`src/rtl/fetch_pkg.sv`:
```
// Shared types and constants for the instruction fetch front-end.
// Optional build macro used by inst_fetch_queue: FETCH_BYPASS_EN.
package fetch_pkg;

  localparam int ADDR_WIDTH = 64;
  localparam int INST_WIDTH = 32;

  // Canonical RISC-V no-op (addi x0, x0, 0).
  localparam logic [INST_WIDTH-1:0] INST_NOP = 32'h0000_0013;

  // One buffered fetch result: the instruction word and the PC it came from.
  typedef struct packed {
    logic [ADDR_WIDTH-1:0] pc;
    logic [INST_WIDTH-1:0] inst;
  } fetch_entry_t;

  // Sequential fetch step; 64-bit wrap is allowed.
  function automatic logic [ADDR_WIDTH-1:0] next_pc(input logic [ADDR_WIDTH-1:0] pc);
    return pc + ADDR_WIDTH'(4);
  endfunction

endpackage

```
`src/rtl/fetch_fifo.sv`:
```
// Prefetch FIFO of fetch_entry_t: registered storage, flush clears all
// entries and overrides any push/pop in the same cycle.
module fetch_fifo
  import fetch_pkg::*;
#(
  parameter int DEPTH = 4,
  localparam int AW = (DEPTH > 1) ? $clog2(DEPTH) : 1,
  localparam int CW = $clog2(DEPTH) + 1
) (
  input  logic         clk,
  input  logic         rst,
  input  logic         push_i,
  input  fetch_entry_t data_i,
  input  logic         pop_i,
  input  logic         flush_i,
  output fetch_entry_t data_o,
  output logic         full_o,
  output logic         empty_o,
  output logic [CW-1:0] count_o
);

  fetch_entry_t  mem_q [DEPTH];
  logic [AW-1:0] wr_ptr_q, wr_ptr_d;
  logic [AW-1:0] rd_ptr_q, rd_ptr_d;
  logic [CW-1:0] count_q, count_d;
  logic          do_push;
  logic          do_pop;

  assign full_o  = (count_q == CW'(DEPTH));
  assign empty_o = (count_q == '0);
  assign count_o = count_q;
  assign data_o  = mem_q[rd_ptr_q];

  // A push into a full FIFO is accepted only when a pop frees a slot this cycle.
  assign do_pop  = pop_i & ~empty_o & ~flush_i;
  assign do_push = push_i & ~flush_i & (~full_o | do_pop);

  // Pointer and occupancy next-state; DEPTH is a power of two so pointers wrap naturally.
  always_comb begin
    wr_ptr_d = wr_ptr_q;
    rd_ptr_d = rd_ptr_q;
    count_d  = count_q;
    if (flush_i) begin
      wr_ptr_d = '0;
      rd_ptr_d = '0;
      count_d  = '0;
    end else begin
      if (do_push) wr_ptr_d = wr_ptr_q + AW'(1);
      if (do_pop)  rd_ptr_d = rd_ptr_q + AW'(1);
      if (do_push && !do_pop)      count_d = count_q + CW'(1);
      else if (!do_push && do_pop) count_d = count_q - CW'(1);
    end
  end

  // Control state register with asynchronous reset.
  always_ff @(posedge clk or posedge rst) begin
    if (rst) begin
      wr_ptr_q <= '0;
      rd_ptr_q <= '0;
      count_q  <= '0;
    end else begin
      wr_ptr_q <= wr_ptr_d;
      rd_ptr_q <= rd_ptr_d;
      count_q  <= count_d;
    end
  end

  // Entry storage; contents are don't-care until counted valid, so no reset.
  always_ff @(posedge clk) begin
    if (do_push) mem_q[wr_ptr_q] <= data_i;
  end

endmodule

```
`src/rtl/inst_fetch_queue.sv`:
```
// Instruction fetch front-end: issues sequential imem requests under a
// credit rule, buffers in-order responses in fetch_fifo and hands
// {inst, pc} to decode. A redirect flushes and restarts at a new PC.
// Optional macro FETCH_BYPASS_EN: an empty FIFO lets a live response reach
// decode combinationally in the cycle it arrives.
//
// Handshakes: a transfer happens in a cycle where valid and ready are both
// high at the clock edge; valid never depends on ready, and once raised
// valid and its payload hold until the transfer, except that redirect_valid
// may withdraw imem_req_valid / inst_valid. imem responses have no ready.
module inst_fetch_queue
  import fetch_pkg::*;
#(
  parameter int                    DEPTH           = 4,
  parameter int                    MAX_OUTSTANDING = 2,
  parameter logic [ADDR_WIDTH-1:0] RESET_PC        = 64'h0000_0000_8000_0000
) (
  input  logic                  clk,
  input  logic                  rst,
  input  logic                  redirect_valid,
  input  logic [ADDR_WIDTH-1:0] redirect_pc,
  output logic                  imem_req_valid,
  input  logic                  imem_req_ready,
  output logic [ADDR_WIDTH-1:0] imem_req_addr,
  input  logic                  imem_resp_valid,
  input  logic [INST_WIDTH-1:0] imem_resp_data,
  output logic                  inst_valid,
  input  logic                  inst_ready,
  output logic [INST_WIDTH-1:0] inst,
  output logic [ADDR_WIDTH-1:0] inst_pc
);

  localparam int OW = $clog2(MAX_OUTSTANDING + 1);
  localparam int CW = $clog2(DEPTH) + 1;
  localparam int SW = 32;

  logic [ADDR_WIDTH-1:0] fetch_pc_q, fetch_pc_d;
  logic [ADDR_WIDTH-1:0] resp_pc_q, resp_pc_d;
  logic [OW-1:0]         outstanding_q, outstanding_d;
  logic [OW-1:0]         drop_cnt_q, drop_cnt_d;

  logic          req_fire;
  logic          resp_live;
  logic          bypass;
  logic          credit_ok;
  logic          slots_ok;
  logic [SW-1:0] credit_used;

  logic          fifo_push;
  logic          fifo_pop;
  logic          fifo_full;
  logic          fifo_empty;
  logic [CW-1:0] fifo_count;
  fetch_entry_t  fifo_din;
  fetch_entry_t  fifo_dout;

  // Every live in-flight request owns a FIFO slot; requests still to be
  // dropped own none, so they are subtracted from the occupancy.
  always_comb begin
    credit_used = SW'(fifo_count) + SW'(outstanding_q) - SW'(drop_cnt_q);
    credit_ok   = (credit_used < SW'(DEPTH));
    slots_ok    = (SW'(outstanding_q) < SW'(MAX_OUTSTANDING));
  end

  assign imem_req_valid = ~rst & ~redirect_valid & slots_ok & credit_ok;
  assign imem_req_addr  = fetch_pc_q;
  assign req_fire       = imem_req_valid & imem_req_ready;

  // A response is live when nothing is pending drop and no redirect is flushing.
  assign resp_live = imem_resp_valid & (drop_cnt_q == '0) & ~redirect_valid;

`ifdef FETCH_BYPASS_EN
  assign bypass = resp_live & fifo_empty;
`else
  assign bypass = 1'b0;
`endif

  // Decode-side outputs: FIFO head, or the arriving response when bypassing.
  always_comb begin
    inst_valid = ~rst & ~redirect_valid & (~fifo_empty | bypass);
    inst       = '0;
    inst_pc    = '0;
    if (inst_valid) begin
      if (!fifo_empty) begin
        inst    = fifo_dout.inst;
        inst_pc = fifo_dout.pc;
      end else begin
`ifdef FETCH_BYPASS_EN
        inst    = imem_resp_data;
        inst_pc = resp_pc_q;
`endif
      end
    end
  end

  // A bypassed response taken by decode this cycle never enters the FIFO.
  assign fifo_pop  = inst_valid & inst_ready & ~fifo_empty;
  assign fifo_push = resp_live & ~(bypass & inst_ready);
  assign fifo_din  = '{pc: resp_pc_q, inst: imem_resp_data};

  fetch_fifo #(
    .DEPTH (DEPTH)
  ) u_fifo (
    .clk     (clk),
    .rst     (rst),
    .push_i  (fifo_push),
    .data_i  (fifo_din),
    .pop_i   (fifo_pop),
    .flush_i (redirect_valid),
    .data_o  (fifo_dout),
    .full_o  (fifo_full),
    .empty_o (fifo_empty),
    .count_o (fifo_count)
  );

  // PC, in-flight and drop bookkeeping; a redirect overrides the normal updates.
  always_comb begin
    fetch_pc_d    = fetch_pc_q;
    resp_pc_d     = resp_pc_q;
    outstanding_d = outstanding_q;
    drop_cnt_d    = drop_cnt_q;

    if (req_fire && !imem_resp_valid) begin
      outstanding_d = outstanding_q + OW'(1);
    end else if (!req_fire && imem_resp_valid && (outstanding_q != '0)) begin
      outstanding_d = outstanding_q - OW'(1);
    end

    if (req_fire)  fetch_pc_d = next_pc(fetch_pc_q);
    if (resp_live) resp_pc_d  = next_pc(resp_pc_q);

    if (imem_resp_valid && (drop_cnt_q != '0)) begin
      drop_cnt_d = drop_cnt_q - OW'(1);
    end

    if (redirect_valid) begin
      fetch_pc_d = redirect_pc;
      resp_pc_d  = redirect_pc;
      // Everything still in flight after this cycle belongs to the old stream.
      if (imem_resp_valid && (outstanding_q != '0)) begin
        drop_cnt_d = outstanding_q - OW'(1);
      end else begin
        drop_cnt_d = outstanding_q;
      end
    end
  end

  // Fetch state register with asynchronous reset.
  always_ff @(posedge clk or posedge rst) begin
    if (rst) begin
      fetch_pc_q    <= RESET_PC;
      resp_pc_q     <= RESET_PC;
      outstanding_q <= '0;
      drop_cnt_q    <= '0;
    end else begin
      fetch_pc_q    <= fetch_pc_d;
      resp_pc_q     <= resp_pc_d;
      outstanding_q <= outstanding_d;
      drop_cnt_q    <= drop_cnt_d;
    end
  end

`ifndef SYNTHESIS
  // A response with nothing in flight is a memory protocol violation.
  resp_without_request_a: assert property (
    @(posedge clk) disable iff (rst) imem_resp_valid |-> (outstanding_q != '0));

  // The credit rule must keep the FIFO from ever dropping a live response.
  fifo_no_overflow_a: assert property (
    @(posedge clk) disable iff (rst) fifo_push |-> (!fifo_full || fifo_pop));

  // Redirect targets are word aligned.
  redirect_aligned_a: assert property (
    @(posedge clk) disable iff (rst) redirect_valid |-> (redirect_pc[1:0] == 2'b00));
`endif

endmodule
```
`config.mk`:
```
export PLATFORM = sky130hd
export DESIGN_NAME = inst_fetch_queue
export DESIGN_NICKNAME = d
export VERILOG_FILES = /design/src/rtl/fetch_pkg.sv /design/src/rtl/fetch_fifo.sv /design/src/rtl/inst_fetch_queue.sv
export SDC_FILE = /design/constraint.sdc
export NUM_CORES = 1
export LEC_CHECK = 0
export ABC_CLOCK_PERIOD_IN_PS = 9700
export BUFFER_PORTS_ARGS = -buffer_cell sky130_fd_sc_hd__buf_4
export CORE_MARGIN = 2
export CORE_UTILIZATION = 63
export DETAILED_ROUTE_END_ITERATION = 12
export MAX_ROUTING_LAYER = met4
export PLACE_DENSITY = 0.83
export SYNTH_ARGS = -nofsm -noshare
export SYNTH_HDL_FRONTEND = slang
export SYNTH_SLANG_ARGS = --single-unit
```
`constraint.sdc`:
```
create_clock -name clk -period 9.7 [get_ports clk]
set_clock_uncertainty 0.15 [all_clocks]
set_input_delay 0.97 -clock clk [delete_from_list [all_inputs] [get_ports clk]]
set_output_delay 0.97 -clock clk [all_outputs]
set_load 0.02 [all_outputs]
```
# Yosys cells after proc, flatten, opt, wreduce, memory -nomap -nowiden
# Memory sizes are Yosys's and may differ from the RTL's.
# Index checks and enable logic that the tools add are counted.
# classes
div	0
n_lt_le_gt_ge	2
mux	22
n_shift	0
reduce_logical	22
n_eq_ne	1
add_sub_neg	11
bitwise	18
mul	0
# op_table
op	count
$mux 64	6
$add 64x3->64 const B	2
$mux 32	2
$lt 32x3->1 const B	1
$mux 2	9
$reduce_bool 2->1	8
$and 1x1->1	13
$mux 3	3
$logic_and 1x1->1	7
$add 2x1->2 const B	3
$sub 4x2->5	1
$add 3x2->4	1
$logic_not 1->1	4
$not 1->1	4
$sub 2x1->2 const B	2
$add 3x1->3 const B	1
$eq 3x3->1 const B	1
$logic_not 3->1	1
$reduce_bool 3->1	1
$sub 3x1->3 const B	1
$logic_not 2->1	1
$lt 2x2->1 const B	1
$mux 1	2
$or 1x1->1	1
# totals
latchBits	0
ram_bits	384
out_inout_bits	162
in_bits	102
mem_count	1
regBits	139
word_cells	84
romBits	0
# memory_table
name	depth	word_bits	read_ports	rd_clocked_by_memory_dff	write_ports	line	source
u_fifo.mem_q	4	96	1	0	1	fetch_fifo.sv:22	fetch_entry_t mem_q [DEPTH];

# Depth between registers and ports, before layout
# Gate-level depths: netlist (run 1).
# depth
ltp_word	14
mapped_depth	12
depth_no_buf	10

# By module
# From an unflattened synthesis (run 1), not the netlist that was laid out.
# unflattened
hier_cells	1508
hier_area_um2	22544.1
# modules_own_cells
module	instances	area_per_inst_um2	cells_each
fetch_fifo	1	14288.7	554
inst_fetch_queue	1	8255.4	954

# Worst setup path after synthesis (run 1)
# No wires, ideal clock.
# synth_timing
kind	input-to-reg
startpoint	input port rst
endpoint	memory u_fifo.mem_q[0][0] in the netlist's numbering, enable pin
arrival_time_ps	3979
t_required_ps	9084
setup_slack_ps	5105
setup_ps	466
stages	3
path_cell_list	nand2b_1 a311oi_1 and2_1
# synth_via
elab_chain_cells	11
# synth_rtl
item	line	source
start: declaration	inst_fetch_queue.sv:19	input logic rst,
$not 1->1	inst_fetch_queue.sv:80	inst_valid = ~rst & ~redirect_valid & (~fifo_empty | bypass);
$and 1x1->1 (2 in a row)	inst_fetch_queue.sv:80	
$and 1x1->1 (2 in a row)	inst_fetch_queue.sv:97	assign fifo_pop = inst_valid & inst_ready & ~fifo_empty;
$and 1x1->1 (2 in a row)	fetch_fifo.sv:35	assign do_pop = pop_i & ~empty_o & ~flush_i;
$or 1x1->1	fetch_fifo.sv:36	assign do_push = push_i & ~flush_i & (~full_o | do_pop);
$and 1x1->1	fetch_fifo.sv:36	
$mux 1	fetch_fifo.sv:70	if (do_push) mem_q[wr_ptr_q] <= data_i;
$mux 1 (implied by the code)	fetch_fifo.sv:70	
end: declaration	fetch_fifo.sv:22	
# Every way passes these cells.

# Worst setup path in the final report (run 1)
# layout_timing
startpoint	register u_fifo.rd_ptr_q[0]
endpoint	output port inst_pc[31]
# layout_via
elab_chain_cells	3
# layout_rtl
item	line	source
start: declaration	fetch_fifo.sv:24	logic [AW-1:0] rd_ptr_q, rd_ptr_d;
start signal: assignment	fetch_fifo.sv:63	rd_ptr_q <= rd_ptr_d;
$mem_v2 4x96	n/a	
$mux 64	inst_fetch_queue.sv:84	if (!fifo_empty) begin
$mux 64	inst_fetch_queue.sv:83	if (inst_valid) begin
end: declaration	inst_fetch_queue.sv:30	output logic [ADDR_WIDTH-1:0] inst_pc
# Every way passes these cells.

==> key figures, run 1 <==
Power
  – Net switching power: ~1.4 mW
  – Leakage power total: 9.59 nW
  – Sw Ratio: 0.254
  – Comb power frac: 0.125
  – Power Density: 201 nW/um^2
  – Worst vdd ir: ~160 uV
  – Clk network pwr share: 0.369
  – P_int: between 4 and 5 mW
  – Sequential power share: 0.505

Synth
  – Mapped Cells: about 1500
  – Mapped Avg Cell Area: between 15 and 20 sq um
  – Compound-Gate Fraction of Synth Area: 0.0469
  – Syn Nets: between 1500 and 2000
  – Simple-gate portion of the synthesized area: 0.119
  – Synth top area cells: edfxtp_1 51%, dfrtp_1 15%, mux4_2 9.6%, and2_1 3.2%, xor2_1 1.9%
  – Top cell type's share of synthesized area: 0.512
  – Warnings from Yosys: 0
  – Post-synthesis mux area share: 0.110
  – Ys async rst share: 0.266
  – Dominant synthesized flop cell: edfxtp_1
  – Yosys cell types: 59
  – Register area share after synthesis: 0.667
  – Adder-Cell Fraction of Synth Area: 0.00844
  – Post-synthesis cell area: 22500 sq um
  – Largest family of logic cells by synthesized area: simple AND/OR/NAND/NOR gates
  – Post-synth EDFFs: ~380
  – Cell taking the most area after synthesis: edfxtp_1
  – Post-Synth XOR/XNOR Area: 0.0334
  – Register bit total from synthesis: around 520

Floorplanning
  – Row Count: 69
  – Ports: 264
  – Core Box Area: about 35000 sq um
  – Total Die Area: ~37000 sq um
  – Die Ht: 193 microns
  – Starting Density: 0.636
  – Die span in x: around 190 microns

Place
  – # port buffers: between 200 and 300
  – Final Wtd Congestion: 0.900
  – Pre-CTS worst setup slack: between 5 and 6 ns
  – Hpwl dp: roughly 35000 microns
  – DP Cell Count: between 2000 and 2500

Clocking
  – CTS buffer count: between 50 and 60
  – Clock Path Buffers: 3
  – Clock transition at the registers of the reported paths: around 0.070 ns
  – Post-CTS setup buffer count: 0
  – Skew-Pair Late Insertion Delay: 0.59 ns
  – # H-tree levels: 2
  – CTS Root Cell: clkbuf_16
  – Sink Count: between 500 and 600
  – CTS tree: built
  – Post-CTS sizing: 0
  – CTS Hold Bufs: 0

GRT
  – Initial antenna violation count: 1
  – First-pass GRT wire length: between 80000 and 90000 microns
  – Largest net degree at the start of global routing: between 100 and 150
  – Gr usage total: 0.315
  – Vias in the first global route: ~14000
  – Residual overflow from global routing: 0

Timing
  – Tmin final: between 4 and 5 ns
  – RSZ-0062 raised after global routing: false
  – Fmax: between 200 and 250 MHz
  – Fin Hold WS: roughly 0.33 ns
  – Max-slew violations: 0
  – Slew headroom: 0.189
  – Worst slew pin tran: between 1 and 1.5 ns
  – Final worst slack: roughly 4.9 ns
  – Final setup violation count: 0
  – Final Hold Vio Count: 0
  – TNS Setup: 0 ns
  – Fin crit share: 0.493

Worst setup path
  – CP bufs+invs: 2
  – Crit path launch type: flop
  – Delay-heaviest family, CP: buffers and inverters
  – Worst setup EP type: output pin
  – R2R Setup Slk: roughly 5.8 ns
  – Slowest CP cell: dfrtp_4
  – CP startpoint: u_fifo.rd_ptr_q[0]$_DFFE_PP0P_
  – Setup CP Type: flop to output pin
  – CP max stage delay: between 1 and 1.5 ns
  – Reg2reg start: outstanding_q[1]$_DFFE_PP0P_
  – Crit path max fanout: 55
  – Required @ worst endpoint: roughly 8.6 ns
  – Most used cell, CP: buf_4
  – WP data arrival: between 3 and 4 ns
  – Worst path cell trace: buf_4 -> mux4_2 -> and2_1 -> buf_4

Drt
  – Final WL: 56100 microns
  – Drt first-iter violations: about 1300
  – Met2 WL post-DR: roughly 27000 microns
  – Detail Route met3 WL: around 5300 microns
  – Max Used Layer: met4
  – Vias per cell: approximately 6.4
  – Wire length per cell: about 25 microns
  – Met1 WL: 21400 microns
  – Vias: about 14000
  – Routed Antenna Nets: 0
  – DR DRC count: 0
  – Initial DRT Pass Iterations: 6

Finish
  – Final core occ: 0.752
  – Final-stage net count: approximately 1900
  – Sequential cell area: roughly 15000 sq um
  – Fin cells: about 2300
  – Synth-to-Final Area Change: 18.2%
  – Multi-input gate area: between 7000 and 8000 sq um
  – Commonest non-fill, non-tap cell in the layout: edfxtp_1
  – Most frequent cells in the layout: 384 x edfxtp_1, 276 x buf_4, 135 x dfrtp_1
  – Fill cells: 2122
  – Layout cells sized above 1: 0.277

Worst hold path
  – Hold Path Class: primary input to asynchronous set/reset pin

Run status
  – Outcome: finished clean

Job
  – Max cap viols: 0
[per-stage QoR]
step,cell area [sq um],total power [mW]
global route,26600,5.55
finish,26600,5.36
detailed placement,24900,3.41
CTS,26600,5.38
global placement,24900,3.38
floorplan,22500,3.12
[layer usage]
layer  up-vias  track usage
met2       715        0.481
met3       159       0.0766
met1      7278        0.410
li1       6262            -
met4         0        0.131
met5         -            -
[final cells by class]
cell class,instances,area share
Sequential cell,523,0.564
Multi-Input combinational cell,876,0.270
Timing Repair Buffer,276,0.0778
Clock buffer,67,0.0525
Tap cell,461,0.0217
Clock inverter,28,0.0106
Inverter,23,0.00343
Antenna cell,1,0.0000940
[synth_stat cells (3+ instances only)]
cell type / count
o311ai_0: 7
a31oi_1: 10
mux2i_1: 4
nor3_1: 14
nor4_1: 6
a21oi_1: 18
ha_1: 12
nand2b_1: 12
clkbuf_1: 53
xor2_1: 50
a21boi_1: 3
and4_1: 18
o311ai_1: 10
a21boi_0: 8
and2_1: 117
nand4_1: 47
nand2_1: 103
inv_1: 22
xnor2_1: 36
buf_2: 4
edfxtp_1: 384
o21ai_0: 73
nor2_1: 45
or2_2: 5
a211oi_1: 4
and3_1: 32
or3_1: 4
dfrtp_1: 137
nand3_1: 58
mux2_2: 24
buf_1: 11
mux4_2: 96
nor4_2: 3
o21a_1: 4
or4_1: 7
o211ai_1: 21
[worst reg2reg max path, stage by stage, from the launching register on]
cell and delay (ns):
dfrtp_1 0.43, inv_1 0.11, fa_1 0.54, inv_1 0.04, ha_1 0.27, and3b_1 0.18
o211ai_1 0.30, a21oi_2 0.11, buf_4 0.26, nor2_2 0.97, o21ai_0 0.28, o311ai_0 0.17
[power by group through the flow]
stage	Clock (mW)	Sequential (mW)	Combinational, mW
floorplan	0	2.73	0.387
global placement	0	2.73	0.649
detailed placement	0	2.75	0.670
CTS	2.00	2.70	0.677
global route	2.09	2.72	0.736
finish	1.98	2.71	0.672
[path summary, 6_finish.rpt]
kind                                                   to  cells after the start
max                                           inst_pc[31]                      4
min                              resp_pc_q[4]$_DFFE_PP0N_                      2
max reg2reg                  imem_req_addr[8]$_DFFE_PP0P_                     11
min reg2reg                 u_fifo.mem_q[0][32]$_DFFE_PP_                      0
max in group asynchronous  u_fifo.rd_ptr_q[0]$_DFFE_PP0P_                      3
min in group clk            u_fifo.mem_q[0][32]$_DFFE_PP_                      0
[cell families (layout without fill, tap and decap cells)]
family                     Yosys count  in the layout
AOI/OAI and AO/OA                  169            169
xor gates and xnor gates            86             86
adders and majority gates           14             14
buffers and inverters               92            394
DFF                                523            523
muxes                              124            124
other                                0              1
and+or+nand+nor                    483            483
[flip-flops by register name (all words and copies together), names as in the netlist]
name / cells
drop_cnt_q: 2
u_fifo.rd_ptr_q: 2
outstanding_q: 2
u_fifo.count_o: 3
u_fifo.wr_ptr_q: 2
u_fifo.mem_q: 384
resp_pc_q: 64
imem_req_addr: 64
(Power assumes the default switching activity.)
==> run 2: changes to the inputs <==
- ABC_AREA: not set -> 1
- ABC_CLOCK_PERIOD_IN_PS: 9700 -> 4650
- CORE_UTILIZATION: 63 -> 59
- PLACE_DENSITY: 0.83 -> 0.78
- clock period: 9.7 -> 4.65 ns (I/O delays scaled with it)
==> run 2 against run 1 <==
Effect of this change: the run now ends with hold timing left; register-to-register slack lost 4.6 ns; setup slack lost 3.8 ns; clock power is 100% higher; critical path type unchanged; largest power group unchanged.
==> key figures, run 2 <==
Floorplanning
  – Total Die Area: ~44000 sq um
  – Core Box Area: around 42000 sq um
  – Die span in x: 210 microns
  – Die Ht: ~210 microns
  – Row Count: 75
  – Starting Density: 0.598
  – Ports: between 200 and 300

Synth
  – Post-Synth XOR/XNOR Area: 0.0210
  – Dominant synthesized flop cell: edfxtp_1
  – Mapped Cells: ~2800
  – Ys async rst share: 0.266
  – Largest family of logic cells by synthesized area: simple AND/OR/NAND/NOR gates
  – Compound-Gate Fraction of Synth Area: 0.0750
  – Post-synthesis mux area share: 0
  – Simple-gate portion of the synthesized area: 0.255
  – Post-synthesis cell area: between 20000 and 30000 sq um
  – Top cells by count, synth: 700 x nand2_1, 640 x nor2_1, 384 x edfxtp_1
  – Yosys cell types: 39
  – Mapped Avg Cell Area: about 8.9 sq um
  – Adder-Cell Fraction of Synth Area: 0.00758
  – Top cell type's share of synthesized area: 0.460
  – Warnings from Yosys: 0
  – Most frequent cell after synthesis: nand2_1
  – Register bit total from synthesis: approximately 520
  – Post-synth EDFFs: 384
  – Synth top area cells: edfxtp_1 46%, dfrtp_1 14%, nand2_1 10%, nor2_1 9.6%, o21ai_0 4.7%
  – Register area share after synthesis: 0.599
  – Syn Nets: approximately 2900
  – Cell taking the most area after synthesis: edfxtp_1

Place
  – Hpwl dp: approximately 51000 microns
  – Placed inst area: roughly 28000 sq um
  – Final Wtd Congestion: between 1 and 1.5
  – Pre-CTS worst setup slack: 1.31 ns
  – # port buffers: between 200 and 300

Finish
  – Final-stage net count: between 3000 and 4000
  – Final core occ: 0.704
  – Commonest non-fill, non-tap cell in the layout: nand2_1
  – Fill cells: roughly 3200
  – Design area: 29500 sq um
  – Most frequent cells in the layout: 699 x nand2_1, 635 x nor2_1, 384 x edfxtp_1
  – Synth-to-Final Area Change: 17.8%
  – Max reg flops: roughly 380
  – Most flops, register: u_fifo.mem_q
  – Layout cells sized above 1: 0.127

Power
  – Total power: 12.9 mW
  – Power Density: 437 nW/um^2
  – Worst vdd ir: about 380 uV
  – Leakage power total: between 10 and 15 nW

Clocking
  – CTS tree: built
  – Clock Path Buffers: 3
  – CTS buffer count: 51
  – Sink Count: about 520
  – Post-CTS sizing: 0
  – CTS Root Cell: clkbuf_16
  – # H-tree levels: 2
  – Skew-Pair Late Insertion Delay: 0.60 ns
  – Clock transition at the registers of the reported paths: 0.06 ns
  – Post-CTS setup buffer count: 0

Timing
  – Worst slew pin tran: between 1 and 1.5 ns
  – Final setup violation count: 0
  – RSZ-0062 raised after global routing: false
  – Slew headroom: 0.328
  – Fin crit share: 0.769
  – Tmin final: ~3.6 ns
  – Final worst slack: 1.07 ns
  – Max-slew violations: 0
  – Final Hold Vio Count: 29
  – Fin Hold WS: -0.0607 ns
  – Fmax: 280 MHz

GRT
  – Vias in the first global route: ~21000
  – Initial antenna violation count: 4
  – Largest net degree at the start of global routing: approximately 190
  – First-pass GRT wire length: 117000 microns
  – Gr usage total: 0.358
  – Residual overflow from global routing: 0

Worst setup path
  – Crit path max fanout: 101
  – WP data arrival: 2.96 ns
  – Crit path launch type: flop
  – Setup CP Type: flop to output pin
  – Worst setup EP type: output pin
  – Required @ worst endpoint: about 4.0 ns

Run status
  – Outcome: finished, violations left
  – Failing checks: hold timing

Drt
  – DR DRC count: 0
  – Vias: ~21000
  – Vias per cell: between 5 and 6
  – Drt first-iter violations: 2478
  – Wire length per cell: 21.0 microns
  – Routed Antenna Nets: 0
  – Initial DRT Pass Iterations: 6
  – Final WL: just under 80000 microns

Job
  – Max cap viols: 0

Worst hold path
  – Hold Path Class: primary input to asynchronous set/reset pin
[run 2: cell types whose count changed in the layout (fill, tap and decap cells not counted), moves of 24 or more]
cell	before	now
mux4_2	96	0
a21oi_1	17	105
inv_1	21	148
and3_1	32	0
nor2_1	44	635
mux2_2	24	0
nand2_1	103	699
nand3_1	58	176
o21ai_0	73	236
dlygate4sd3_1	0	37
and2_1	113	2
[run 2: kinds of logic after synthesis]
group	Yosys count
AOI/OAI and AO/OA	365
xor gates and xnor gates	60
adders and majority gates	14
buffers and inverters	268
DFF	523
and+or+nand+nor	1585
[run 2: what timing repair did]
action                                  CTS  global route
endpoints found under the setup margin    0             0
endpoints found under the hold margin   135             0
hold buffers                             37             0
[run 2: where the power goes]
part	internal, mW	switching, mW
logic	0.930	1.72
clock network	2.25	1.78
registers	5.57	0.669
total	8.75	4.16
[run 2: critical path: stages, from the launching register on]
cell and delay [ns]:
dfrtp_4 0.50, inv_4 0.44, buf_12 0.38, buf_4 0.34, o21ai_0 0.19, a21oi_1 0.21, buf_4 0.17
[run 2: per-stage QoR]
| step | setup TNS, ns | instances |
|---|---|---|
| floorplan | -18.49 | 2815 |
| global placement | 0 | 3521 |
| detailed placement | 0 | 3521 |
| CTS | 0 | 3654 |
| global route | 0 | 3658 |
| finish | 0 | 3658 |
[run 2: final cells by class]
| class | instances | area, sq um | share of cell area |
|---|---|---|---|
| Multi-Input combinational cell | 2024 | 9040 | 0.306 |
| Clock buffer | 69 | 1450 | 0.0490 |
| Sequential cell | 523 | 15000 | 0.508 |
| Clock inverter | 27 | 186 | 0.00631 |
| Inverter | 157 | 596 | 0.0202 |
| Antenna cell | 4 | 10.0 | 0.000339 |
| Timing Repair Buffer | 315 | 2570 | 0.0870 |
| Tap cell | 539 | 674 | 0.0228 |
[run 2: layer usage]
metal | up-vias | GRT usage | routed length (microns)
met5 | - | - | 0
met4 | 0 | 0.159 | 3270
met3 | 179 | 0.0410 | 6330
met2 | 1110 | 0.562 | 36500
met1 | 10200 | 0.478 | 30800
li1 | 9855 | - | -
[run 2: final timing paths]
check	depth (start not counted)	from	slack, ns	endpoint
max	6	u_fifo.rd_ptr_q[0]$_DFFE_PP0P_	1.07	inst[2]
min reg2reg	2	imem_req_addr[1]$_DFFE_PP0P_	0.33	imem_req_addr[1]$_DFFE_PP0P_
max reg2reg	13	outstanding_q[1]$_DFFE_PP0P_	1.23	imem_req_addr[11]$_DFFE_PP0P_
min	3	rst	-0.06	u_fifo.rd_ptr_q[0]$_DFFE_PP0P_
max in group asynchronous	3	rst	3.70	resp_pc_q[59]$_DFFE_PP0N_
min in group clk	3	redirect_pc[8]	0.04	imem_req_addr[8]$_DFFE_PP0P_
==> run 3: changes to the inputs <==
- ABC_AREA: 1 -> 0
- ABC_CLOCK_PERIOD_IN_PS: 4650 -> 3600
- CORE_UTILIZATION: 59 -> 58
- PLACE_DENSITY: 0.78 -> 0.77
- clock period: 4.65 -> 3.6 ns (I/O delays scaled with it)
==> run 3 against run 2 <==
Effect of this change: the flow now finishes without violations; clock-buffer cell count rose by 9; worst hold slack improved by 0.095 ns; core utilization rose by 2.6 points; routed wire length fell by 25%; die area fell by 8.5%; sequential power rose by 16%; via count fell by 31%; clock power rose by 31%; global-route usage fell by 5.8 points; critical path type unchanged.
==> key figures, run 3 (synthesis gave the netlist of run 1 again) <==
Timing
  – RSZ-0062 raised after global routing: false
  – Fmax: approximately 290 MHz
  – Fin crit share: 0.967
  – Worst slew pin tran: slightly above 0.9 ns
  – TNS Setup: 0 ns
  – Tmin final: roughly 3.5 ns
  – Final setup violation count: 0
  – Max-slew violations: 0
  – Final Hold Vio Count: 0
  – Slew headroom: 0.377
  – Final worst slack: 0.120 ns

Finish
  – Fin cells: between 2000 and 2500
  – Most frequent cells in the layout: 384 x edfxtp_1, 287 x buf_4, 135 x dfrtp_1
  – Final-stage net count: about 2000
  – Most flops, register: u_fifo.mem_q
  – Commonest non-fill, non-tap cell in the layout: edfxtp_1
  – Multi-input gate area: between 7000 and 8000 sq um
  – Fill cells: 2380
  – Layout cells sized above 1: 0.274
  – Sequential cell area: ~15000 sq um
  – Max reg flops: roughly 380
  – Synth-to-Final Area Change: 24.7%

Clocking
  – CTS tree: built
  – Clock transition at the registers of the reported paths: ~0.060 ns
  – # H-tree levels: 2
  – Clock Path Buffers: 3
  – Sink Count: 523
  – Skew-Pair Late Insertion Delay: about 0.60 ns
  – CTS Root Cell: clkbuf_16
  – CTS buffer count: 52

Power
  – Total power: around 15 mW
  – Power Density: approximately 520 nW/um^2
  – Leakage power total: about 10 nW
  – Worst vdd ir: 431 uV

Floorplanning
  – Row Count: between 70 and 80
  – Total Die Area: between 40000 and 50000 sq um
  – Die span in x: a little over 200 microns
  – Ports: 264
  – Starting Density: 0.586
  – Die Ht: about 200 microns
  – Core Box Area: 38500 sq um

Place
  – DP Cell Count: between 2000 and 2500
  – Final Wtd Congestion: 0.904
  – Hpwl dp: 37400 microns
  – # port buffers: approximately 260
  – Pre-CTS worst setup slack: between 0.1 and 0.15 ns

Worst setup path
  – Crit path launch type: flop
  – Required @ worst endpoint: slightly above 3 ns
  – WP data arrival: just under 3 ns
  – Setup CP Type: flop to output pin
  – Worst setup EP type: output pin
  – Crit path max fanout: 3

Drt
  – Final WL: between 50000 and 60000 microns
  – Wire length per cell: ~24 microns
  – Vias per cell: 6.06
  – Vias: between 10000 and 15000
  – Initial DRT Pass Iterations: 6
  – DR DRC count: 0
  – Drt first-iter violations: ~1400
  – Routed Antenna Nets: 0

GRT
  – Initial antenna violation count: 0
  – Met2 usage: 0.467
  – Residual overflow from global routing: 0
  – Met1 GRT Util: 0.396
  – Largest net degree at the start of global routing: between 70 and 80
  – Met3 Use GR: 0.0625
  – Gr usage total: 0.300
  – Gr busiest metal: met2
  – First-pass GRT wire length: 89600 microns
  – Vias in the first global route: around 15000

Worst hold path
  – Hold Path Class: primary input to flop

Run status
  – Outcome: finished clean

Job
  – Max cap viols: 0
-- run 3: stage by stage --
| step | instance area, sq um | hold slack [ns] | utilization |
|---|---|---|---|
| final | 28100 | 0.0341 | 0.730 |
| after global routing | 28100 | 0.0499 | 0.730 |
| after CTS | 28100 | 0.0266 | 0.730 |
| after detailed placement | 25500 | 0.361 | 0.662 |
| after global placement | 25500 | 0.346 | 0.662 |
| after floorplan | 22500 | 0.309 | - |
-- run 3: where the power goes --
group | leakage [nW] | switching [mW] | internal (mW)
Combinational | 4.25 | 1.10 | 0.916
Clock | 0.810 | 2.25 | 3.04
Sequential | 5.13 | 0.371 | 6.88
-- run 3: worst paths after layout --
path,startpoint,end,slack [ns],depth (start not counted)
max,outstanding_q[1]$_DFFE_PP0P_,imem_req_valid,0.12,8
min,redirect_pc[43],imem_req_addr[43]$_DFFE_PP0P_,0.03,3
max reg2reg,outstanding_q[1]$_DFFE_PP0P_,imem_req_addr[52]$_DFFE_PP0P_,0.18,12
min reg2reg,resp_pc_q[1]$_DFFE_PP0P_,u_fifo.mem_q[0][33]$_DFFE_PP_,0.38,0
max in group asynchronous,rst,imem_req_addr[43]$_DFFE_PP0P_,1.89,5
min in group asynchronous,rst,u_fifo.rd_ptr_q[1]$_DFFE_PP0P_,0.31,3
-- run 3: area by class of cell --
class / count / share of cell area
Inverter: 23 / 0.00321
Tap cell: 518 / 0.0231
Antenna cell: 1 / 0.0000891
Sequential cell: 523 / 0.535
Timing Repair Buffer: 401 / 0.124
Multi-Input combinational cell: 876 / 0.256
Clock buffer: 78 / 0.0538
Clock inverter: 18 / 0.00517
-- run 3: worst max-delay path: stages (launching register included) --
cell and delay [ns]:
dfrtp_1 0.34, inv_1 0.08, fa_1 0.54, inv_1 0.04
ha_1 0.20, or3_1 0.37, a211o_1 0.34, a21boi_1 0.27
buf_4 0.20
-- run 3: timing repair --
item                                    in CTS  in global routing
gates resized for setup                      1                  2
endpoints found under the setup margin       1                  7
pin swaps                                    0                  1
hold buffers                                96                  0
endpoints found under the hold margin      274                  0
setup buffers                                0                  0
-- run 3: routing by layer --
layer	wire length, microns	vias to the layer above
li1	-	6501
met1	23100	7505
met2	28100	650
met3	4740	130
met4	2030	0
met5	0	-
